<file path="src/rtl/axi_led_board_pkg.sv">
// Shared constants and FSM state types for the LED board AXI4-Lite register slice.
package axi_led_board_pkg;

    localparam logic [1:0] RESP_OKAY = 2'b00;
    localparam int         ADDR_LSB  = 2;
    localparam int         NUM_REGS  = 4;

    localparam logic [1:0] REG_CTRL  = 2'd0;
    localparam logic [1:0] REG_DATA0 = 2'd1;
    localparam logic [1:0] REG_DATA1 = 2'd2;
    localparam logic [1:0] REG_DATA2 = 2'd3;

    typedef enum logic [1:0] {
        WR_EMPTY,
        WR_ADDR,
        WR_DATA,
        WR_RESP
    } wr_state_t;

    typedef enum logic {
        RD_IDLE,
        RD_VALID
    } rd_state_t;

endpackage

</file>
<file path="src/rtl/axi_led_board_s_axi_regs_if.sv">
// AXI4-Lite bus bundle between the example-design master BFM and the LED register slave.
interface axi_led_board_s_axi_regs_if #(
    parameter int DATA_W = 32,
    parameter int ADDR_W = 4
);
    logic [ADDR_W-1:0]   S_AXI_AWADDR;
    logic [2:0]          S_AXI_AWPROT;
    logic                S_AXI_AWVALID;
    logic                S_AXI_AWREADY;
    logic [DATA_W-1:0]   S_AXI_WDATA;
    logic [DATA_W/8-1:0] S_AXI_WSTRB;
    logic                S_AXI_WVALID;
    logic                S_AXI_WREADY;
    logic [1:0]          S_AXI_BRESP;
    logic                S_AXI_BVALID;
    logic                S_AXI_BREADY;
    logic [ADDR_W-1:0]   S_AXI_ARADDR;
    logic [2:0]          S_AXI_ARPROT;
    logic                S_AXI_ARVALID;
    logic                S_AXI_ARREADY;
    logic [DATA_W-1:0]   S_AXI_RDATA;
    logic [1:0]          S_AXI_RRESP;
    logic                S_AXI_RVALID;
    logic                S_AXI_RREADY;

    modport slave (
        input  S_AXI_AWADDR, S_AXI_AWPROT, S_AXI_AWVALID,
        output S_AXI_AWREADY,
        input  S_AXI_WDATA, S_AXI_WSTRB, S_AXI_WVALID,
        output S_AXI_WREADY,
        output S_AXI_BRESP, S_AXI_BVALID,
        input  S_AXI_BREADY,
        input  S_AXI_ARADDR, S_AXI_ARPROT, S_AXI_ARVALID,
        output S_AXI_ARREADY,
        output S_AXI_RDATA, S_AXI_RRESP, S_AXI_RVALID,
        input  S_AXI_RREADY
    );

    modport master (
        output S_AXI_AWADDR, S_AXI_AWPROT, S_AXI_AWVALID,
        input  S_AXI_AWREADY,
        output S_AXI_WDATA, S_AXI_WSTRB, S_AXI_WVALID,
        input  S_AXI_WREADY,
        input  S_AXI_BRESP, S_AXI_BVALID,
        output S_AXI_BREADY,
        output S_AXI_ARADDR, S_AXI_ARPROT, S_AXI_ARVALID,
        input  S_AXI_ARREADY,
        input  S_AXI_RDATA, S_AXI_RRESP, S_AXI_RVALID,
        output S_AXI_RREADY
    );

endinterface

</file>
<file path="src/rtl/axi_led_board_reg_bank.sv">
// Four 32-bit LED registers: byte-strobed write port, combinational read port, packed LED view.
module axi_led_board_reg_bank
    import axi_led_board_pkg::*;
(
    input  logic                     clk,
    input  logic                     rst,
    input  logic                     wr_en,
    input  logic [1:0]               wr_idx,
    input  logic [31:0]              wr_data,
    input  logic [3:0]               wr_strb,
    input  logic [1:0]               rd_idx,
    output logic [31:0]              rd_data,
    output logic [NUM_REGS*32-1:0]   led_regs
);

    logic [31:0] regs [NUM_REGS];

    always_ff @(posedge clk or posedge rst) begin
        if (rst) begin
            for (int r = 0; r < NUM_REGS; r++) begin
                regs[r] <= '0;
            end
        end else if (wr_en) begin
            for (int b = 0; b < 4; b++) begin
                if (wr_strb[b]) begin
                    regs[wr_idx][8*b +: 8] <= wr_data[8*b +: 8];
                end
            end
        end
    end

    // Read sees the pre-edge contents, so a same-edge write is not visible to the read.
    assign rd_data  = regs[rd_idx];
    assign led_regs = {regs[REG_DATA2], regs[REG_DATA1], regs[REG_DATA0], regs[REG_CTRL]};

endmodule

</file>
<file path="src/rtl/axi_led_board_s_axi_regs.sv">
// AXI4-Lite slave for the LED board: independent AW/W acceptance, single outstanding write,
// single outstanding read, always-OKAY responses.
//
// write state | meaning
// WR_EMPTY    | no address or data held; AW and W both ready
// WR_ADDR     | address held, waiting for write data
// WR_DATA     | data held, waiting for write address
// WR_RESP     | write committed, BVALID high until BREADY
//
// read state  | meaning
// RD_IDLE     | ARREADY high, waiting for an address
// RD_VALID    | RDATA/RVALID held until RREADY
module axi_led_board_s_axi_regs
    import axi_led_board_pkg::*;
#(
    parameter int C_S_AXI_DATA_WIDTH = 32,
    parameter int C_S_AXI_ADDR_WIDTH = 4
) (
    input  logic                              S_AXI_ACLK,
    input  logic                              S_AXI_ARESET,
    axi_led_board_s_axi_regs_if.slave         s_axi,
    output logic [4*C_S_AXI_DATA_WIDTH-1:0]   led_regs,
    output logic                              reg_wr_pulse,
    output logic [1:0]                        reg_wr_idx
);

    wr_state_t                       wr_state;
    rd_state_t                       rd_state;
    logic [1:0]                      aw_idx_q;
    logic [C_S_AXI_DATA_WIDTH-1:0]   w_data_q;
    logic [C_S_AXI_DATA_WIDTH/8-1:0] w_strb_q;
    logic [C_S_AXI_DATA_WIDTH-1:0]   rdata_q;
    logic [C_S_AXI_DATA_WIDTH-1:0]   bank_rd_data;
    logic [C_S_AXI_DATA_WIDTH-1:0]   cm_data;
    logic [C_S_AXI_DATA_WIDTH/8-1:0] cm_strb;
    logic [1:0]                      aw_idx_in;
    logic [1:0]                      ar_idx_in;
    logic [1:0]                      cm_idx;
    logic                            aw_hs;
    logic                            w_hs;
    logic                            ar_hs;
    logic                            wr_commit;
    logic                            unused_bits;

    assign aw_idx_in = s_axi.S_AXI_AWADDR[C_S_AXI_ADDR_WIDTH-1:ADDR_LSB];
    assign ar_idx_in = s_axi.S_AXI_ARADDR[C_S_AXI_ADDR_WIDTH-1:ADDR_LSB];
    assign unused_bits = ^{s_axi.S_AXI_AWPROT, s_axi.S_AXI_ARPROT,
                           s_axi.S_AXI_AWADDR[ADDR_LSB-1:0], s_axi.S_AXI_ARADDR[ADDR_LSB-1:0]};

    // Readies are forced low while reset is asserted, not just after the first edge.
    assign s_axi.S_AXI_AWREADY = !S_AXI_ARESET && (wr_state == WR_EMPTY || wr_state == WR_DATA);
    assign s_axi.S_AXI_WREADY  = !S_AXI_ARESET && (wr_state == WR_EMPTY || wr_state == WR_ADDR);
    assign s_axi.S_AXI_BVALID  = (wr_state == WR_RESP);
    assign s_axi.S_AXI_BRESP   = RESP_OKAY;
    assign s_axi.S_AXI_ARREADY = !S_AXI_ARESET && (rd_state == RD_IDLE);
    assign s_axi.S_AXI_RVALID  = (rd_state == RD_VALID);
    assign s_axi.S_AXI_RDATA   = rdata_q;
    assign s_axi.S_AXI_RRESP   = RESP_OKAY;

    assign aw_hs = s_axi.S_AXI_AWVALID && s_axi.S_AXI_AWREADY;
    assign w_hs  = s_axi.S_AXI_WVALID  && s_axi.S_AXI_WREADY;
    assign ar_hs = s_axi.S_AXI_ARVALID && s_axi.S_AXI_ARREADY;

    always_comb begin
        wr_commit = 1'b0;
        case (wr_state)
            WR_EMPTY: wr_commit = aw_hs && w_hs;
            WR_ADDR:  wr_commit = w_hs;
            WR_DATA:  wr_commit = aw_hs;
            default:  wr_commit = 1'b0;
        endcase
    end

    assign cm_idx  = (wr_state == WR_ADDR) ? aw_idx_q : aw_idx_in;
    assign cm_data = (wr_state == WR_DATA) ? w_data_q : s_axi.S_AXI_WDATA;
    assign cm_strb = (wr_state == WR_DATA) ? w_strb_q : s_axi.S_AXI_WSTRB;

    always_ff @(posedge S_AXI_ACLK or posedge S_AXI_ARESET) begin
        if (S_AXI_ARESET) begin
            wr_state     <= WR_EMPTY;
            aw_idx_q     <= '0;
            w_data_q     <= '0;
            w_strb_q     <= '0;
            reg_wr_pulse <= 1'b0;
            reg_wr_idx   <= '0;
        end else begin
            reg_wr_pulse <= wr_commit;
            if (wr_commit) begin
                reg_wr_idx <= cm_idx;
            end
            case (wr_state)
                WR_EMPTY: begin
                    if (wr_commit) begin
                        wr_state <= WR_RESP;
                    end else if (aw_hs) begin
                        aw_idx_q <= aw_idx_in;
                        wr_state <= WR_ADDR;
                    end else if (w_hs) begin
                        w_data_q <= s_axi.S_AXI_WDATA;
                        w_strb_q <= s_axi.S_AXI_WSTRB;
                        wr_state <= WR_DATA;
                    end
                end
                WR_ADDR, WR_DATA: begin
                    if (wr_commit) begin
                        wr_state <= WR_RESP;
                    end
                end
                WR_RESP: begin
                    if (s_axi.S_AXI_BREADY) begin
                        wr_state <= WR_EMPTY;
                    end
                end
                default: wr_state <= WR_EMPTY;
            endcase
        end
    end

    always_ff @(posedge S_AXI_ACLK or posedge S_AXI_ARESET) begin
        if (S_AXI_ARESET) begin
            rd_state <= RD_IDLE;
            rdata_q  <= '0;
        end else if (rd_state == RD_IDLE) begin
            if (ar_hs) begin
                rdata_q  <= bank_rd_data;
                rd_state <= RD_VALID;
            end
        end else if (s_axi.S_AXI_RREADY) begin
            rd_state <= RD_IDLE;
        end
    end

    axi_led_board_reg_bank u_reg_bank (
        .clk      (S_AXI_ACLK),
        .rst      (S_AXI_ARESET),
        .wr_en    (wr_commit),
        .wr_idx   (cm_idx),
        .wr_data  (cm_data),
        .wr_strb  (cm_strb),
        .rd_idx   (ar_idx_in),
        .rd_data  (bank_rd_data),
        .led_regs (led_regs)
    );

endmodule

</file>
<file path="src/flat_wrapper.sv">
// flat-port wrapper written by rule: the top's interface ports become plain ports
module axi_led_board_s_axi_regs_flat import axi_led_board_pkg::*;
#(
    parameter int C_S_AXI_DATA_WIDTH = 32,
    parameter int C_S_AXI_ADDR_WIDTH = 4
)
  (S_AXI_ACLK, S_AXI_ARESET, led_regs, reg_wr_pulse, reg_wr_idx, s_axi_S_AXI_AWADDR, s_axi_S_AXI_AWPROT, s_axi_S_AXI_AWVALID, s_axi_S_AXI_AWREADY, s_axi_S_AXI_WDATA, s_axi_S_AXI_WSTRB, s_axi_S_AXI_WVALID, s_axi_S_AXI_WREADY, s_axi_S_AXI_BRESP, s_axi_S_AXI_BVALID, s_axi_S_AXI_BREADY, s_axi_S_AXI_ARADDR, s_axi_S_AXI_ARPROT, s_axi_S_AXI_ARVALID, s_axi_S_AXI_ARREADY, s_axi_S_AXI_RDATA, s_axi_S_AXI_RRESP, s_axi_S_AXI_RVALID, s_axi_S_AXI_RREADY);
  axi_led_board_s_axi_regs_if s_axi_i ();
  input  logic S_AXI_ACLK;
  input  logic S_AXI_ARESET;
  output logic [4*C_S_AXI_DATA_WIDTH-1:0] led_regs;
  output logic reg_wr_pulse;
  output logic [1:0] reg_wr_idx;
  input wire logic [$bits(s_axi_i.S_AXI_AWADDR)-1:0] s_axi_S_AXI_AWADDR;
  input wire logic [$bits(s_axi_i.S_AXI_AWPROT)-1:0] s_axi_S_AXI_AWPROT;
  input wire logic [$bits(s_axi_i.S_AXI_AWVALID)-1:0] s_axi_S_AXI_AWVALID;
  output wire logic [$bits(s_axi_i.S_AXI_AWREADY)-1:0] s_axi_S_AXI_AWREADY;
  input wire logic [$bits(s_axi_i.S_AXI_WDATA)-1:0] s_axi_S_AXI_WDATA;
  input wire logic [$bits(s_axi_i.S_AXI_WSTRB)-1:0] s_axi_S_AXI_WSTRB;
  input wire logic [$bits(s_axi_i.S_AXI_WVALID)-1:0] s_axi_S_AXI_WVALID;
  output wire logic [$bits(s_axi_i.S_AXI_WREADY)-1:0] s_axi_S_AXI_WREADY;
  output wire logic [$bits(s_axi_i.S_AXI_BRESP)-1:0] s_axi_S_AXI_BRESP;
  output wire logic [$bits(s_axi_i.S_AXI_BVALID)-1:0] s_axi_S_AXI_BVALID;
  input wire logic [$bits(s_axi_i.S_AXI_BREADY)-1:0] s_axi_S_AXI_BREADY;
  input wire logic [$bits(s_axi_i.S_AXI_ARADDR)-1:0] s_axi_S_AXI_ARADDR;
  input wire logic [$bits(s_axi_i.S_AXI_ARPROT)-1:0] s_axi_S_AXI_ARPROT;
  input wire logic [$bits(s_axi_i.S_AXI_ARVALID)-1:0] s_axi_S_AXI_ARVALID;
  output wire logic [$bits(s_axi_i.S_AXI_ARREADY)-1:0] s_axi_S_AXI_ARREADY;
  output wire logic [$bits(s_axi_i.S_AXI_RDATA)-1:0] s_axi_S_AXI_RDATA;
  output wire logic [$bits(s_axi_i.S_AXI_RRESP)-1:0] s_axi_S_AXI_RRESP;
  output wire logic [$bits(s_axi_i.S_AXI_RVALID)-1:0] s_axi_S_AXI_RVALID;
  input wire logic [$bits(s_axi_i.S_AXI_RREADY)-1:0] s_axi_S_AXI_RREADY;
  assign s_axi_i.S_AXI_AWADDR = s_axi_S_AXI_AWADDR;
  assign s_axi_i.S_AXI_AWPROT = s_axi_S_AXI_AWPROT;
  assign s_axi_i.S_AXI_AWVALID = s_axi_S_AXI_AWVALID;
  assign s_axi_S_AXI_AWREADY = s_axi_i.S_AXI_AWREADY;
  assign s_axi_i.S_AXI_WDATA = s_axi_S_AXI_WDATA;
  assign s_axi_i.S_AXI_WSTRB = s_axi_S_AXI_WSTRB;
  assign s_axi_i.S_AXI_WVALID = s_axi_S_AXI_WVALID;
  assign s_axi_S_AXI_WREADY = s_axi_i.S_AXI_WREADY;
  assign s_axi_S_AXI_BRESP = s_axi_i.S_AXI_BRESP;
  assign s_axi_S_AXI_BVALID = s_axi_i.S_AXI_BVALID;
  assign s_axi_i.S_AXI_BREADY = s_axi_S_AXI_BREADY;
  assign s_axi_i.S_AXI_ARADDR = s_axi_S_AXI_ARADDR;
  assign s_axi_i.S_AXI_ARPROT = s_axi_S_AXI_ARPROT;
  assign s_axi_i.S_AXI_ARVALID = s_axi_S_AXI_ARVALID;
  assign s_axi_S_AXI_ARREADY = s_axi_i.S_AXI_ARREADY;
  assign s_axi_S_AXI_RDATA = s_axi_i.S_AXI_RDATA;
  assign s_axi_S_AXI_RRESP = s_axi_i.S_AXI_RRESP;
  assign s_axi_S_AXI_RVALID = s_axi_i.S_AXI_RVALID;
  assign s_axi_i.S_AXI_RREADY = s_axi_S_AXI_RREADY;
  axi_led_board_s_axi_regs #(.C_S_AXI_DATA_WIDTH(C_S_AXI_DATA_WIDTH), .C_S_AXI_ADDR_WIDTH(C_S_AXI_ADDR_WIDTH)) u_core (.S_AXI_ACLK(S_AXI_ACLK), .S_AXI_ARESET(S_AXI_ARESET), .s_axi(s_axi_i), .led_regs(led_regs), .reg_wr_pulse(reg_wr_pulse), .reg_wr_idx(reg_wr_idx));
endmodule
</file>
<file path="config.mk">
export PLATFORM = sky130hd
export DESIGN_NAME = axi_led_board_s_axi_regs_flat
export DESIGN_NICKNAME = d
export VERILOG_FILES = /design/src/rtl/axi_led_board_pkg.sv /design/src/rtl/axi_led_board_s_axi_regs_if.sv /design/src/rtl/axi_led_board_reg_bank.sv /design/src/rtl/axi_led_board_s_axi_regs.sv /design/src/flat_wrapper.sv
export SDC_FILE = /design/constraint.sdc
export NUM_CORES = 1
export LEC_CHECK = 0
export CAP_MARGIN = 20
export CORE_ASPECT_RATIO = 2
export CORE_MARGIN = 4
export CORE_UTILIZATION = 51
export DETAILED_ROUTE_END_ITERATION = 12
export PLACE_DENSITY = 0.83
export SLEW_MARGIN = 20
export SYNTH_ARGS = -nofsm -noshare
export SYNTH_HDL_FRONTEND = slang
export SYNTH_SLANG_ARGS = --single-unit
</file>
<file path="constraint.sdc">
create_clock -name S_AXI_ACLK -period 15.4 [get_ports S_AXI_ACLK]
set_input_delay 1.54 -clock S_AXI_ACLK [delete_from_list [all_inputs] [get_ports S_AXI_ACLK]]
set_output_delay 1.54 -clock S_AXI_ACLK [all_outputs]
set_load 0.05 [all_outputs]
</file>
==> run summary <==
CP Max Fanout - 9
DRT Pass-1 Iters - 4
Most common cell after layout, fill and taps aside - mux2_2
Vias/cell - 5.771
Worst slack, placed - 10.24 ns
Least-Margin Pin Slew - 1.095 ns
Post-Synthesis Cells - 569
GRT overflow - 0
Sequential share of the synthesized area - 56.18%
Main area contributors after synthesis - dfrtp_1, mux2_2, mux4_2
Avg WL per Cell - 23.57 um
Peak supply drop - 0.0001404 V
Worst setup path class - input port to output port
CP top delay family - buffers and inverters
Type of origin of the critical path - input port
Reg2reg path depth - 7
Outcome - finished clean
Routed WL - 23.66 mm
Top cell type's share of synthesized area - 56.18%
I/O pin cnt - 229
IO Port Bufs - 214
Sw power - 1360 uW
Synth Warn # - 0
Tcrit/Tclk final - 32.34%
Post-Place Cells - 972
P&R area growth vs syn - 32.16%
Post-CTS sizing - 0
Post-CTS Repair Setup Buffers - 0
Die Area - 20150 um2
Ys async rst share - 100.0%
CP most frequent cell - clkdlybuf4s50_1
DRC - 0
Core area - 17360 um2
Reg clk slew, reported paths - 0.07 ns
Nets - 843
Hold crit path type - flop to flop
First-pass GRT wire length - 36.54 mm
Setup WS post-layout - 10.42 ns
CTS Buffer Depth - 3
Hold Path Stages - 1
Final hold slack - 0.5032 ns
Critical path's largest stage delay - 0.88 ns
Clk network pwr share - 15.4%
Initial antenna violation count - 1
Worst-Skew Late Latency - 0.49 ns
FF+latch count, synth - 204
Worst r2r dst - u_core.u_reg_bank.led_regs[24]
Hold Path Sink - u_core.w_data_q[17]
Logic pwr share - 53.5%
Largest area contributor in the netlist - dfrtp_1
DR iter-0 viols - 200
Int Pwr - 1673 uW
Pwr dens - 252.5 nW/um2
Hold-fix buffers, CTS - 0
CTS tree - done
Avg Cell Area, Syn - 15.97 um2
Sw frac - 44.85%
Hold Vio Cnt, Final - 0
Tot GR Track Use - 23.77%
CTS sink cnt - 204
Max-cap violations - 0
Clock Skews - 0.01104 ns
Worst Path Arrival - 3.44 ns
Hold Startpoint - u_core.w_data_q[17]
Deepest level of the CTS H-tree - 1
Worst reg2reg path startpoint - u_core.wr_state[0]
CTS Buf Count - 18
Worst EP required - 13.86 ns
Leakage - 0.005259 uW
Via count - 5794
Vias in the first global route - 6491
Most frequent cells in the layout - mux2_2, clkdlybuf4s50_1, dfrtp_1, mux4_2, clkbuf_16
Largest net degree at the start of global routing - 130
Number of buffers and inverters on the critical path - 2
CP cell instances - clkdlybuf4s50_1 > nor2_1 > clkdlybuf4s50_1
Worst R2R Setup Slack - 12.32 ns
Ratio of cells with drive above 1 in the final layout - 39.60%
Post-Layout Cell Count - 1004
Initial Utilization - 52.36%
DP Wirelength - 16.53 mm
Post-synth EDFFs - 0
Die W - 102.4 um
Post-Route Setup TNS - 0 ns
Netlist cell types - 31
Antenna Violating Nets Remaining - 0
Root buf cell - clkbuf_16
Max-slew violation count - 0
CP endpoint kind - output port
FP Rows - 68
Fmax - 200.8 MHz
Die H - 196.8 um
RSZ-0062 raised after global routing - false
Final setup viols - 0
Slowest CP cell - clkdlybuf4s50_1
RD Place Congestion - 0.8182
Synth Flop Type - dfrtp_1
Sequential share of power - 31.2%
Mapped Area - 9087 um2
Final min period - 4.981 ns
Worst relative slew slack - 27.03%
-- worst reg2reg max path: cells and delay by family, from the launching register on --
| family | cells | cell delay, ns |
|---|---|---|
| compound gates | 2 | 0.97 |
| flops | 1 | 0.44 |
| simple gates | 1 | 0.33 |
| fa+ha+maj | 1 | 0.19 |
| buf+inv | 2 | 0.65 |
| mux | 1 | 0.40 |
-- cell usage after synthesis, drive strengths merged, types with 3 or more instances --
cell / instances
inv: 6
mux4: 32
clkbuf: 7
nand2: 18
o21ai: 3
mux2: 234
mux2i: 6
dfrtp: 204
nor2: 7
nor3: 8
ha: 4
buf: 21
-- worst max path at each step --
stage,start,to,slack [ns],cells past startpoint
after floorplan,S_AXI_ARESET,u_core.w_data_q[0],7.09,5
after global placement,S_AXI_ARESET,u_core.w_data_q[24],10.29,5
after detailed placement,S_AXI_ARESET,u_core.w_data_q[29],10.24,5
after CTS,S_AXI_ARESET,s_axi_S_AXI_AWREADY,10.39,3
after global routing,S_AXI_ARESET,s_axi_S_AXI_AWREADY,10.33,3
final,S_AXI_ARESET,s_axi_S_AXI_AWREADY,10.42,3
-- registers in the layout, indices dropped and copies added, names as in the netlist --
| signal | flops |
|---|---|
| u_core.reg_wr_pulse | 1 |
| u_core.s_axi.S_AXI_RDATA | 32 |
| u_core.s_axi.S_AXI_RVALID | 1 |
| u_core.wr_state | 2 |
| u_core.w_data_q | 32 |
| u_core.reg_wr_idx | 2 |
| u_core.u_reg_bank.led_regs | 128 |
| u_core.aw_idx_q | 2 |
| u_core.w_strb_q | 4 |
-- through the flow --
step	util (%)	total power [uW]	area, um2
floorplan	-	2023	9099
global placement	65.61	2525	11390
detailed placement	65.61	2583	11390
CTS	69.18	3056	12010
global route	69.20	3159	12010
finish	69.20	3033	12010
-- metal layers --
| layer | share of wire (%) | global-route usage (%) | vias up | routed length [um] |
|---|---|---|---|---|
| met1 | 34 | 25.06 | 3033 | 8059 |
| met4 | 3.8 | 9.002 | 0 | 907 |
| met5 | 0 | 0 | - | 0 |
| met2 | 57 | 45.18 | 182 | 13530 |
| met3 | 4.9 | 4.463 | 57 | 1164 |
| li1 | - | - | 2522 | - |
-- cell type report --
| cell class | instances | area (um2) |
|---|---|---|
| inverter | 6 | 30.03 |
| timing repair buffer | 218 | 2162 |
| clock inverter | 6 | 61.31 |
| multi-input combinational | 334 | 3829 |
| antenna | 1 | 2.502 |
| clock buffer | 25 | 558.0 |
| tap | 210 | 262.8 |
| sequential | 204 | 5105 |
| fill | 1221 | 5346 |
-- cells by family after synthesis --
logic type / Yosys count / share of synthesized area, %
adders and majority gates: 4 / 0.5508
and+or+nand+nor: 38 / 2.272
AOI/OAI and AO/OA: 16 / 1.515
buffers and inverters: 34 / 1.859
DFF: 204 / 56.18
muxes: 272 / 37.59
other: 1 / 0.04127
-- power groups by stage --
| stage | clock network (uW) | registers [uW] | logic [uW] |
|---|---|---|---|
| floorplan | 0 | 1560 | 463 |
| global placement | 0 | 934 | 1590 |
| detailed placement | 0 | 954 | 1630 |
| CTS | 476 | 946 | 1630 |
| global route | 498 | 973 | 1690 |
| finish | 466 | 946 | 1620 |
Note: power is estimated with default switching activity, not from simulation.
